File: src/rtl/alu_req_arbiter.sv
// Two-port round-robin front-end for the shared combinational alu: registers the
// winning operands onto the ALU inputs, captures the result a cycle later, returns it tagged.
module alu_req_arbiter #(
    parameter int WIDTH = 8,
    parameter int SEL_W = 4
) (
    input  logic             clk,
    input  logic             rst_n,

    input  logic             req0_valid,
    output logic             req0_ready,
    input  logic [WIDTH-1:0] req0_a,
    input  logic [WIDTH-1:0] req0_b,
    input  logic [SEL_W-1:0] req0_sel,

    input  logic             req1_valid,
    output logic             req1_ready,
    input  logic [WIDTH-1:0] req1_a,
    input  logic [WIDTH-1:0] req1_b,
    input  logic [SEL_W-1:0] req1_sel,

    output logic [WIDTH-1:0] alu_a,
    output logic [WIDTH-1:0] alu_b,
    output logic [SEL_W-1:0] alu_sel,
    input  logic [WIDTH-1:0] alu_out,
    input  logic             alu_carry,

    output logic             rsp_valid,
    input  logic             rsp_ready,
    output logic             rsp_id,
    output logic [WIDTH-1:0] rsp_result,
    output logic             rsp_carry,
    output logic             busy
);

    typedef enum logic [1:0] {
        IDLE = 2'd0,
        EXEC = 2'd1,
        RESP = 2'd2
    } state_t;

    state_t state;
    logic   last_grant;
    logic   grant;
    logic   any_valid;

    // Contention goes to whichever port did not win last; a lone requester always wins.
    always_comb begin
        grant = 1'b0;
        if (req0_valid && req1_valid)
            grant = ~last_grant;
        else if (req1_valid)
            grant = 1'b1;
    end

    assign any_valid  = req0_valid || req1_valid;
    assign req0_ready = (state == IDLE) && !grant && req0_valid;
    assign req1_ready = (state == IDLE) &&  grant && req1_valid;
    assign busy       = (state != IDLE);

    always_ff @(posedge clk or negedge rst_n) begin
        if (!rst_n) begin
            state      <= IDLE;
            last_grant <= 1'b1;
            alu_a      <= '0;
            alu_b      <= '0;
            alu_sel    <= '0;
            rsp_valid  <= 1'b0;
            rsp_id     <= 1'b0;
            rsp_result <= '0;
            rsp_carry  <= 1'b0;
        end else begin
            case (state)
                IDLE: begin
                    if (any_valid) begin
                        alu_a      <= grant ? req1_a   : req0_a;
                        alu_b      <= grant ? req1_b   : req0_b;
                        alu_sel    <= grant ? req1_sel : req0_sel;
                        rsp_id     <= grant;
                        last_grant <= grant;
                        state      <= EXEC;
                    end
                end
                EXEC: begin
                    rsp_result <= alu_out;
                    rsp_carry  <= alu_carry;
                    rsp_valid  <= 1'b1;
                    state      <= RESP;
                end
                RESP: begin
                    if (rsp_ready) begin
                        rsp_valid <= 1'b0;
                        state     <= IDLE;
                    end
                end
                default: begin
                    rsp_valid <= 1'b0;
                    state     <= IDLE;
                end
            endcase
        end
    end

endmodule

File: config.mk
export PLATFORM = sky130hd
export DESIGN_NAME = alu_req_arbiter
export DESIGN_NICKNAME = d
export VERILOG_FILES = /design/src/rtl/alu_req_arbiter.sv
export SDC_FILE = /design/constraint.sdc
export NUM_CORES = 1
export LEC_CHECK = 0
export CORE_MARGIN = 4
export CORE_UTILIZATION = 34
export CTS_BUF_LIST = sky130_fd_sc_hd__clkbuf_8 sky130_fd_sc_hd__clkbuf_16
export CTS_CLUSTER_SIZE = 10
export DETAILED_ROUTE_END_ITERATION = 8
export HOLD_SLACK_MARGIN = 0.1
export PLACE_DENSITY = 0.83
export SETUP_SLACK_MARGIN = 0.5
export SLEW_MARGIN = 15
export SYNTH_ARGS = -nofsm -noshare
export SYNTH_HDL_FRONTEND = slang
export SYNTH_SLANG_ARGS = --single-unit
File: constraint.sdc
create_clock -name clk -period 1.65 [get_ports clk]
set_clock_uncertainty 0.2 [all_clocks]
set_input_delay 0.165 -clock clk [delete_from_list [all_inputs] [get_ports clk]]
set_output_delay 0.165 -clock clk [all_outputs]
set_load 0.05 [all_outputs]
==> results.json, run 1 <==
{
  "die_h_um": 76.1,
  "antennaDiodeCount": 0,
  "dp_hpwl_mm": 2.87,
  "vias": 1299,
  "syn_area_mm2": 0.00158,
  "yosys.cell_types.count": 19,
  "grt_pass1_wl_mm": 7.25,
  "drtIter0Drc": 44,
  "cp_slowest_cell": "dfstp_2",
  "cpPeakStageDelay_ps": 590,
  "worstReg2RegEnd": "alu_a[6]$_DFFE_PN0P_",
  "setup_viol_count_final": 21,
  "insertion_delay_ps": 280,
  "path_class": "flip-flop to flip-flop",
  "violations": "setup timing",
  "fin_nets": 275,
  "drt-pass1-iter-count": 3,
  "hold_viol": 0,
  "wl_per_cell_um": 15.7,
  "gp_congestion": 0.700,
  "synth_fa_ha_area_frac": 0,
  "die-area_mm2": 0.00579,
  "ys_seq_area_frac": 0.541,
  "synth.area.mux_share": 0.374,
  "coreArea_mm2": 0.00441,
  "synthXorXnorAreaFrac": 0,
  "grt_pass1_vias": 1422,
  "io_buffers": 87,
  "required_ps": 1610,
  "synth.area.top_cells": "dfrtp_1 52%, mux2_2 17%, mux2_1 11%, mux2_4 9.5%, dfstp_2 1.7%",
  "synth-seq-cells": 34,
  "tritoncts": "done",
  "rsz0062_at_grt": "true",
  "htreeDepth": 2,
  "synth_top_area_frac": 0.524,
  "crit_start": "last_grant$_DFFE_PN1P_",
  "place_inst": 248,
  "slew-limit-headroom": 0.809,
  "numCtsBuffers": 5,
  "status": "finished, violations left",
  "cts_root_buffer": "clkbuf_8",
  "arrival_ps": 1740,
  "final_cell_area_mm2": 0.00304,
  "avgSynthCellArea_um2": 15.1,
  "ir_worst_vdd_mv": 1.00,
  "r2r_slack_ps": -130,
  "crit_path_start_kind": "flip-flop",
  "synth_compound_area_frac": 0.0365,
  "clk_pin_slew_ps": 60,
  "antenna_found_initial": 0,
  "cp_max_fo": 5,
  "syn2layout_area_growth_pct": 93.0,
  "ys.flop_type": "dfrtp_1",
  "rows": 24,
  "r2r-start": "last_grant$_DFFE_PN1P_",
  "crit_path_end": "alu_a[6]$_DFFE_PN0P_",
  "gr-total-overflow": 0,
  "yosysWarningCount": 0,
  "drc": 0,
  "power_density_mw_per_mm2": 2210,
  "reg2reg_depth": 4,
  "hold_path_class": "primary input to async pin",
  "layout-drive-gt1-share": 0.581,
  "cts_sinks": 34,
  "crit_chain": "a21bo_4 -> buf_6 -> mux2_4 -> mux2_4",
  "place_area_mm2": 0.00257,
  "synthTopCellsByCount": "33 x dfrtp_1, 24 x mux2_2, 15 x mux2_1, 10 x mux2_4, 3 x buf_2",
  "dieWidth_um": 76.1,
  "wl_mm": 4.29,
  "floorplan.initialDensity": 0.357,
  "power.leakage_nw": 1.42,
  "synth_top_family_by_area": "multiplexers",
  "synthSimpleGateAreaFrac": 0.0199,
  "worst_slack_ps": -130,
  "layoutNonFillerInstCount": 274,
  "clk_path_buf_depth": 2,
  "yosysMostFrequentCell": "dfrtp_1",
  "crit_path_frequent_cell": "mux2_4",
  "drv_cap": 0,
  "fin_crit_sh": 1.08,
  "drv_slew": 0,
  "worstSetupEndpointType": "flip-flop",
  "yosysTopAreaCell": "dfrtp_1",
  "synth-edff-count": 0,
  "worst_pin_slew_ps": 287,
  "io_pins": 88,
  "async_flop_share": 1.00,
  "period_needed_ps": 1780,
  "grt_max_degree": 14,
  "gr-usage-all-layers": 0.155,
  "syn_nets": 158,
  "timing.fmax_ghz": 0.562,
  "viasPerCell": 4.74,
  "drtAntennaViolNets": 0,
  "syn_inst": 104
}
==> kinds of logic (layout without fill, tap and decap cells) <==
kind of cell / after synthesis / after routing
mux: 49 / 49
flops: 34 / 34
compound gates: 8 / 10
buf+inv: 7 / 123
simple gates: 6 / 6
==> state kept, by name (all words and copies together) (netlist names) <==
name        count
rsp_carry       1
state           2
rsp_id          1
rsp_valid       1
rsp_result      8
alu_a           8
last_grant      1
alu_b           8
alu_sel         4
==> cell type report <==
| class | instances | area, um^2 |
|---|---|---|
| Multi-Input combinational cell | 65 | 815 |
| Fill cell | 313 | 1370 |
| Timing Repair Buffer | 113 | 1190 |
| Tap cell | 52 | 65.1 |
| Sequential cell | 34 | 855 |
| Inverter | 2 | 7.51 |
| Clock buffer | 8 | 110 |
==> power breakdown <==
part / internal, mW / switching, mW / total (mW)
clock: 0.421 / 0.287 / 0.709
combinational: 2.10 / 2.27 / 4.37
sequential: 1.29 / 0.355 / 1.64
total: 3.81 / 2.91 / 6.72
==> cells in the final DEF (no fill, tap or decap) <==
| cell type | n |
|---|---|
| a21bo_4 | 2 |
| buf_6 | 38 |
| a21o_1 | 2 |
| mux2_2 | 19 |
| nor3_4 | 1 |
| dfstp_2 | 1 |
| nor2b_4 | 1 |
| inv_1 | 2 |
| dlygate4sd2_1 | 2 |
| buf_12 | 4 |
| a21bo_2 | 2 |
| clkbuf_8 | 8 |
| buf_4 | 16 |
| dfrtp_2 | 2 |
| dlygate4sd3_1 | 1 |
| nor2_1 | 1 |
| o21ai_0 | 1 |
| nor2_4 | 1 |
| dfrtp_1 | 31 |
| nand2_1 | 1 |
| mux2_4 | 29 |
| mux2_1 | 1 |
| buf_2 | 1 |
| clkdlybuf4s50_1 | 50 |
| o21ai_2 | 2 |
| buf_16 | 1 |
| and3_2 | 1 |
| o21a_1 | 1 |
==> worst min path at each step <==
| stage | startpoint | endpoint | slack (ps) |
|---|---|---|---|
| final | rst_n | alu_a[5]$_DFFE_PN0P_ | 120 |
| after global routing | rst_n | alu_a[5]$_DFFE_PN0P_ | 140 |
| after CTS | rst_n | alu_a[5]$_DFFE_PN0P_ | 120 |
| after detailed placement | rst_n | alu_a[5]$_DFFE_PN0P_ | -140 |
| after global placement | rst_n | alu_a[6]$_DFFE_PN0P_ | -130 |
| after floorplan | rst_n | alu_a[0]$_DFFE_PN0P_ | -330 |
==> through the flow <==
step                hold WS, ps  TNS [ps]  power, mW   util  setup WS, ps
floorplan                  -331      -548       4.08      -         -36.1
global placement           -134     -7200       5.18  0.582          -343
detailed placement         -138     -7400       5.23  0.582          -363
CTS                         115     -2010       6.58  0.672          -123
global route                141     -3080       7.04  0.689          -184
finish                      123     -2030       6.72  0.689          -130
==> layer usage <==
| metal | track usage | vias up | part of all wire |
|---|---|---|---|
| li1 | - | 612 | - |
| met1 | 0.201 | 625 | 0.44 |
| met2 | 0.243 | 58 | 0.48 |
| met3 | 0.0520 | 4 | 0.076 |
| met4 | 0.0472 | 0 | 0.0070 |
| met5 | 0 | - | 0 |
==> worst max-delay path: cells and delay by family (launching register included) <==
family / cells / cell delay [ps]
DFF: 1 / 590
AOI/OAI and AO/OA: 1 / 180
muxes: 2 / 550
buffers and inverters: 1 / 130
==> what timing repair did <==
item / CTS / global route
resized for setup: 48 / 6
setup buffers: 9 / 5
endpoints found under the hold margin: 34 / 0
pin swaps: 2 / 1
gates cloned: 3 / 0
hold buffers: 1 / 0
setup endpoints to repair: 67 / 67
Note: power is estimated with default switching activity, not from simulation.
==> run 2: changes to the inputs <==
Clock period 1.65 ns to 1.5 ns, I/O delays scaled along.
==> results.json, run 2 (synthesized netlist as in run 1, its figures left out) <==
{
  "drc": 0,
  "wl_mm": 4.93,
  "antenna_found_initial": 0,
  "slew-limit-headroom": 0.819,
  "violations": "setup timing",
  "hold_viol": 0,
  "cts_sinks": 34,
  "viasPerCell": 4.79,
  "required_ps": 1470,
  "hold-worst-slack_ps": 27.5,
  "syn2layout_area_growth_pct": 112,
  "die_h_um": 76.1,
  "antennaDiodeCount": 0,
  "cts_root_buffer": "clkbuf_8",
  "fin_nets": 276,
  "hold_path_class": "primary input to async pin",
  "path_class": "flip-flop to flip-flop",
  "reg_top3": "alu_a (8), alu_b (8), rsp_result (8)",
  "drv_slew": 0,
  "status": "finished, violations left",
  "wl_per_cell_um": 17.9,
  "grt_pass1_wl_mm": 7.41,
  "io_pins": 88,
  "numCtsBuffers": 5,
  "total_power_mw": 8.41,
  "die-area_mm2": 0.00579,
  "drt-pass1-iter-count": 4,
  "clk_pin_slew_ps": 70,
  "critPathBufInv": 1,
  "arrival_ps": 1770,
  "worstSetupEndpointType": "flip-flop",
  "drv_cap": 0,
  "drtIter0Drc": 52,
  "power.leakage_nw": 1.53,
  "timing.fmax_ghz": 0.553,
  "setup_tns_ps": -6820,
  "grt_max_degree": 21,
  "grt_pass1_vias": 1413,
  "period_needed_ps": 1810,
  "crit_start": "last_grant$_DFFE_PN1P_",
  "r2r-start": "last_grant$_DFFE_PN1P_",
  "layout-drive-gt1-share": 0.583,
  "htreeDepth": 2,
  "rows": 24,
  "final_cell_mix": "51 x clkdlybuf4s50_1, 36 x buf_12, 30 x dfrtp_1",
  "coreArea_mm2": 0.00441,
  "dp_hpwl_mm": 3.25,
  "dieWidth_um": 76.1,
  "fin_crit_sh": 1.21,
  "tritoncts": "done",
  "cp_max_fo": 7,
  "io_buffers": 87,
  "fillers": 271,
  "setup_viol_count_final": 32,
  "drtAntennaViolNets": 0,
  "rsz0062_at_grt": "true",
  "crit_family": "flip-flops",
  "gp_congestion": 0.696,
  "worst_slack_ps": -308,
  "gr-usage-all-layers": 0.161,
  "final_common_cell": "clkdlybuf4s50_1",
  "ir_worst_vdd_mv": 1.64,
  "vias": 1316,
  "cpPeakStageDelay_ps": 590,
  "cp_slowest_cell": "dfstp_2",
  "power_density_mw_per_mm2": 2520,
  "worst_pin_slew_ps": 272,
  "gr-total-overflow": 0,
  "clk_path_buf_depth": 2,
  "floorplan.initialDensity": 0.357,
  "crit_path_start_kind": "flip-flop",
  "insertion_delay_ps": 280,
  "crit_chain": "a21bo_4 -> buf_6 -> mux2_4 -> mux2_2"
}
-- run 2: path summary, 6_finish.rpt --
check                                                 end  slack [ps]  cells after the start
worst max-delay path                 alu_a[3]$_DFFE_PN0P_        -310                      4
worst min-delay path            rsp_result[4]$_DFFE_PN0P_          30                      2
worst max register to register       alu_a[3]$_DFFE_PN0P_        -310                      4
worst min register to register      rsp_valid$_DFFE_PN0P_         350                      1
max in group asynchronous          last_grant$_DFFE_PN1P_         760                      2
min in group clk                rsp_result[3]$_DFFE_PN0P_         280                      2
-- run 2: routing by layer --
metal  wire length [um]  global-route usage
met2               2560               0.280
met5                  0                   0
met4                 53              0.0472
met1               1950               0.192
met3                361              0.0461
-- run 2: stage by stage --
step,utilization,setup WS (ps),std cells,area (um^2)
floorplan,-,-186,104,1660
global placement,0.677,-469,250,2990
detailed placement,0.677,-487,250,2990
CTS,0.731,-284,270,3230
finish,0.755,-308,275,3330
global route,0.755,-351,275,3330
-- run 2: worst register-to-register path: stages (launching register included) --
cell and delay (ps):
dfstp_2 590, a21bo_4 210, buf_6 140, mux2_4 290
mux2_2 270
-- run 2: repair_timing --
action / CTS / global route
pin swaps: 0 / 3
buffers inserted: 10 / 5
hold endpoints to repair: 33 / 33
gates resized for setup: 14 / 15
endpoints found under the setup margin: 68 / 68
gates cloned: 2 / 0
-- run 2: cell type report --
type	instances	area (um^2)	area share
Clock buffer	6	82.6	0.0248
Clock inverter	2	8.76	0.00263
Inverter	2	10.0	0.00300
Multi-Input combinational cell	64	808	0.243
Sequential cell	34	856	0.257
Tap cell	52	65.1	0.0195
Timing Repair Buffer	115	1500	0.451
-- run 2: report_power, final --
group / switching (mW) / leakage (nW) / internal [mW]
logic: 2.57 / 1.08 / 3.20
clock network: 0.319 / 0.0524 / 0.363
registers: 0.539 / 0.394 / 1.42
==> run 3: changes to the inputs <==
Settings changed: GPL_TIMING_DRIVEN set to 0.
==> results.json, run 3 (synthesized netlist as in run 1, its figures left out) <==
{
  "total_power_mw": 7.63,
  "place_area_mm2": 0.00259,
  "r2r-start": "last_grant$_DFFE_PN1P_",
  "slew-limit-headroom": 0.504,
  "worst_slack_ps": -352,
  "hold_path_class": "primary input to async pin",
  "antenna_found_initial": 0,
  "io_buffers": 87,
  "wl_met3_um": 363,
  "cp_slowest_cell": "dfstp_2",
  "dieWidth_um": 76.1,
  "crit_path_start_kind": "flip-flop",
  "clk_path_buf_depth": 2,
  "cts_sinks": 34,
  "vias": 1325,
  "r2r_slack_ps": -350,
  "drv_slew": 0,
  "ir_worst_vdd_mv": 1.30,
  "hold_viol": 33,
  "final_cell_area_mm2": 0.00307,
  "grt_pass1_vias": 1513,
  "grt_max_degree": 35,
  "viasPerCell": 4.80,
  "reg_top3": "alu_a (8), alu_b (8), rsp_result (8)",
  "clk_pin_slew_ps": 80,
  "syn2layout_area_growth_pct": 94.8,
  "final_common_cell": "clkdlybuf4s50_1",
  "status": "finished, violations left",
  "gp_congestion": 0.688,
  "floorplan.initialDensity": 0.357,
  "dp_hpwl_mm": 2.99,
  "crit_family": "flip-flops",
  "multiInputGateArea_um2": 783,
  "period_needed_ps": 1850,
  "hold-worst-slack_ps": -278,
  "layout-drive-gt1-share": 0.585,
  "coreArea_mm2": 0.00441,
  "wl_mm": 4.97,
  "worst_pin_slew_ps": 744,
  "required_ps": 1150,
  "insertion_delay_ps": 280,
  "gr-total-overflow": 0,
  "wl_per_cell_um": 18.0,
  "wirelength_met1_mm": 1.91,
  "worstReg2RegEnd": "alu_a[5]$_DFFE_PN0P_",
  "setup_viol_count_final": 32,
  "numCtsBuffers": 5,
  "dr.max_layer_used": "met4",
  "cp_max_fo": 5,
  "tritoncts": "done",
  "grt_pass1_wl_mm": 7.58,
  "drtIter0Drc": 34,
  "timing.fmax_ghz": 0.540,
  "antennaDiodeCount": 0,
  "critPathBufInv": 2,
  "cts_root_buffer": "clkbuf_8",
  "power_density_mw_per_mm2": 2490,
  "drc": 0,
  "wl_met2_mm": 2.62,
  "path_class": "flip-flop to output port",
  "drtAntennaViolNets": 0,
  "drt-pass1-iter-count": 4,
  "fin_nets": 277,
  "fillers": 301,
  "crit_chain": "a21bo_4 -> buf_8 -> and3_4 -> buf_8",
  "drv_cap": 0,
  "rsz0062_at_grt": "true",
  "power.leakage_nw": 1.42,
  "crit_start": "last_grant$_DFFE_PN1P_",
  "violations": "hold timing, setup timing",
  "reg2reg_depth": 5,
  "arrival_ps": 1500,
  "crit_path_frequent_cell": "buf_8",
  "final_cell_mix": "50 x clkdlybuf4s50_1, 39 x buf_6, 30 x dfrtp_1",
  "rows": 24,
  "gr-usage-all-layers": 0.163,
  "cpPeakStageDelay_ps": 550,
  "htreeDepth": 2,
  "io_pins": 88,
  "die-area_mm2": 0.00579,
  "fin_crit_sh": 1.23,
  "seqCellArea_um2": 856,
  "dp_slack_ps": -906,
  "worstSetupEndpointType": "output port",
  "die_h_um": 76.1
}
run 3: cell types whose count changed in the layout (fill, tap and decap cells not counted), moves of 2 or more:
cell,change
buf_12,-33
buf_2,+2
buf_4,-2
buf_6,+31
buf_8,+4
mux2_1,+3
mux2_4,-4
run 3: power by group:
group,internal [mW],leakage [nW],switching [mW]
sequential,1.42,0.394,0.377
combinational,2.50,0.976,2.66
clock,0.363,0.0524,0.322
total,4.28,1.42,3.36
run 3: final cells by class:
| class | count | area share |
|---|---|---|
| multi-input cells | 63 | 0.255 |
| clock inverters | 2 | 0.00285 |
| flip-flops and latches | 34 | 0.279 |
| plain buffers | 5 | 0.0216 |
| well taps | 52 | 0.0212 |
| inverters | 2 | 0.00326 |
| repair buffers | 112 | 0.390 |
| clock buffers | 6 | 0.0269 |
run 3: how the worst max path moves through the flow:
stage	endpoint	cells past startpoint
after floorplan	alu_a[0]$_DFFE_PN0P_	4
after global placement	req0_ready	5
after detailed placement	req1_ready	5
after CTS	req0_ready	4
after global routing	req0_ready	4
final	req0_ready	4
run 3: through the flow:
step	std cells	TNS, ps	util
after CTS	264	-6370	0.663
final	276	-7540	0.695
after global routing	276	-8910	0.695
after floorplan	104	-3370	-
after global placement	243	-32980	0.589
after detailed placement	243	-11610	0.588
run 3: layer usage:
layer	global-route usage	up-vias
met5	0	-
met4	0.0577	0
met3	0.0556	6
met2	0.271	61
met1	0.195	650
li1	-	608
run 3: worst register-to-register path: stages, from the launching register on:
cell and delay (ps):
dfstp_2 550, a21bo_4 210, buf_4 140, buf_6 80, mux2_4 280, mux2_4 270
run 3: repair_timing:
action	in CTS	in global routing
pin swaps	5	3
endpoints found under the hold margin	34	34
setup buffers	11	12
resized for setup	262	7
gates cloned	2	0
setup endpoints to repair	68	68
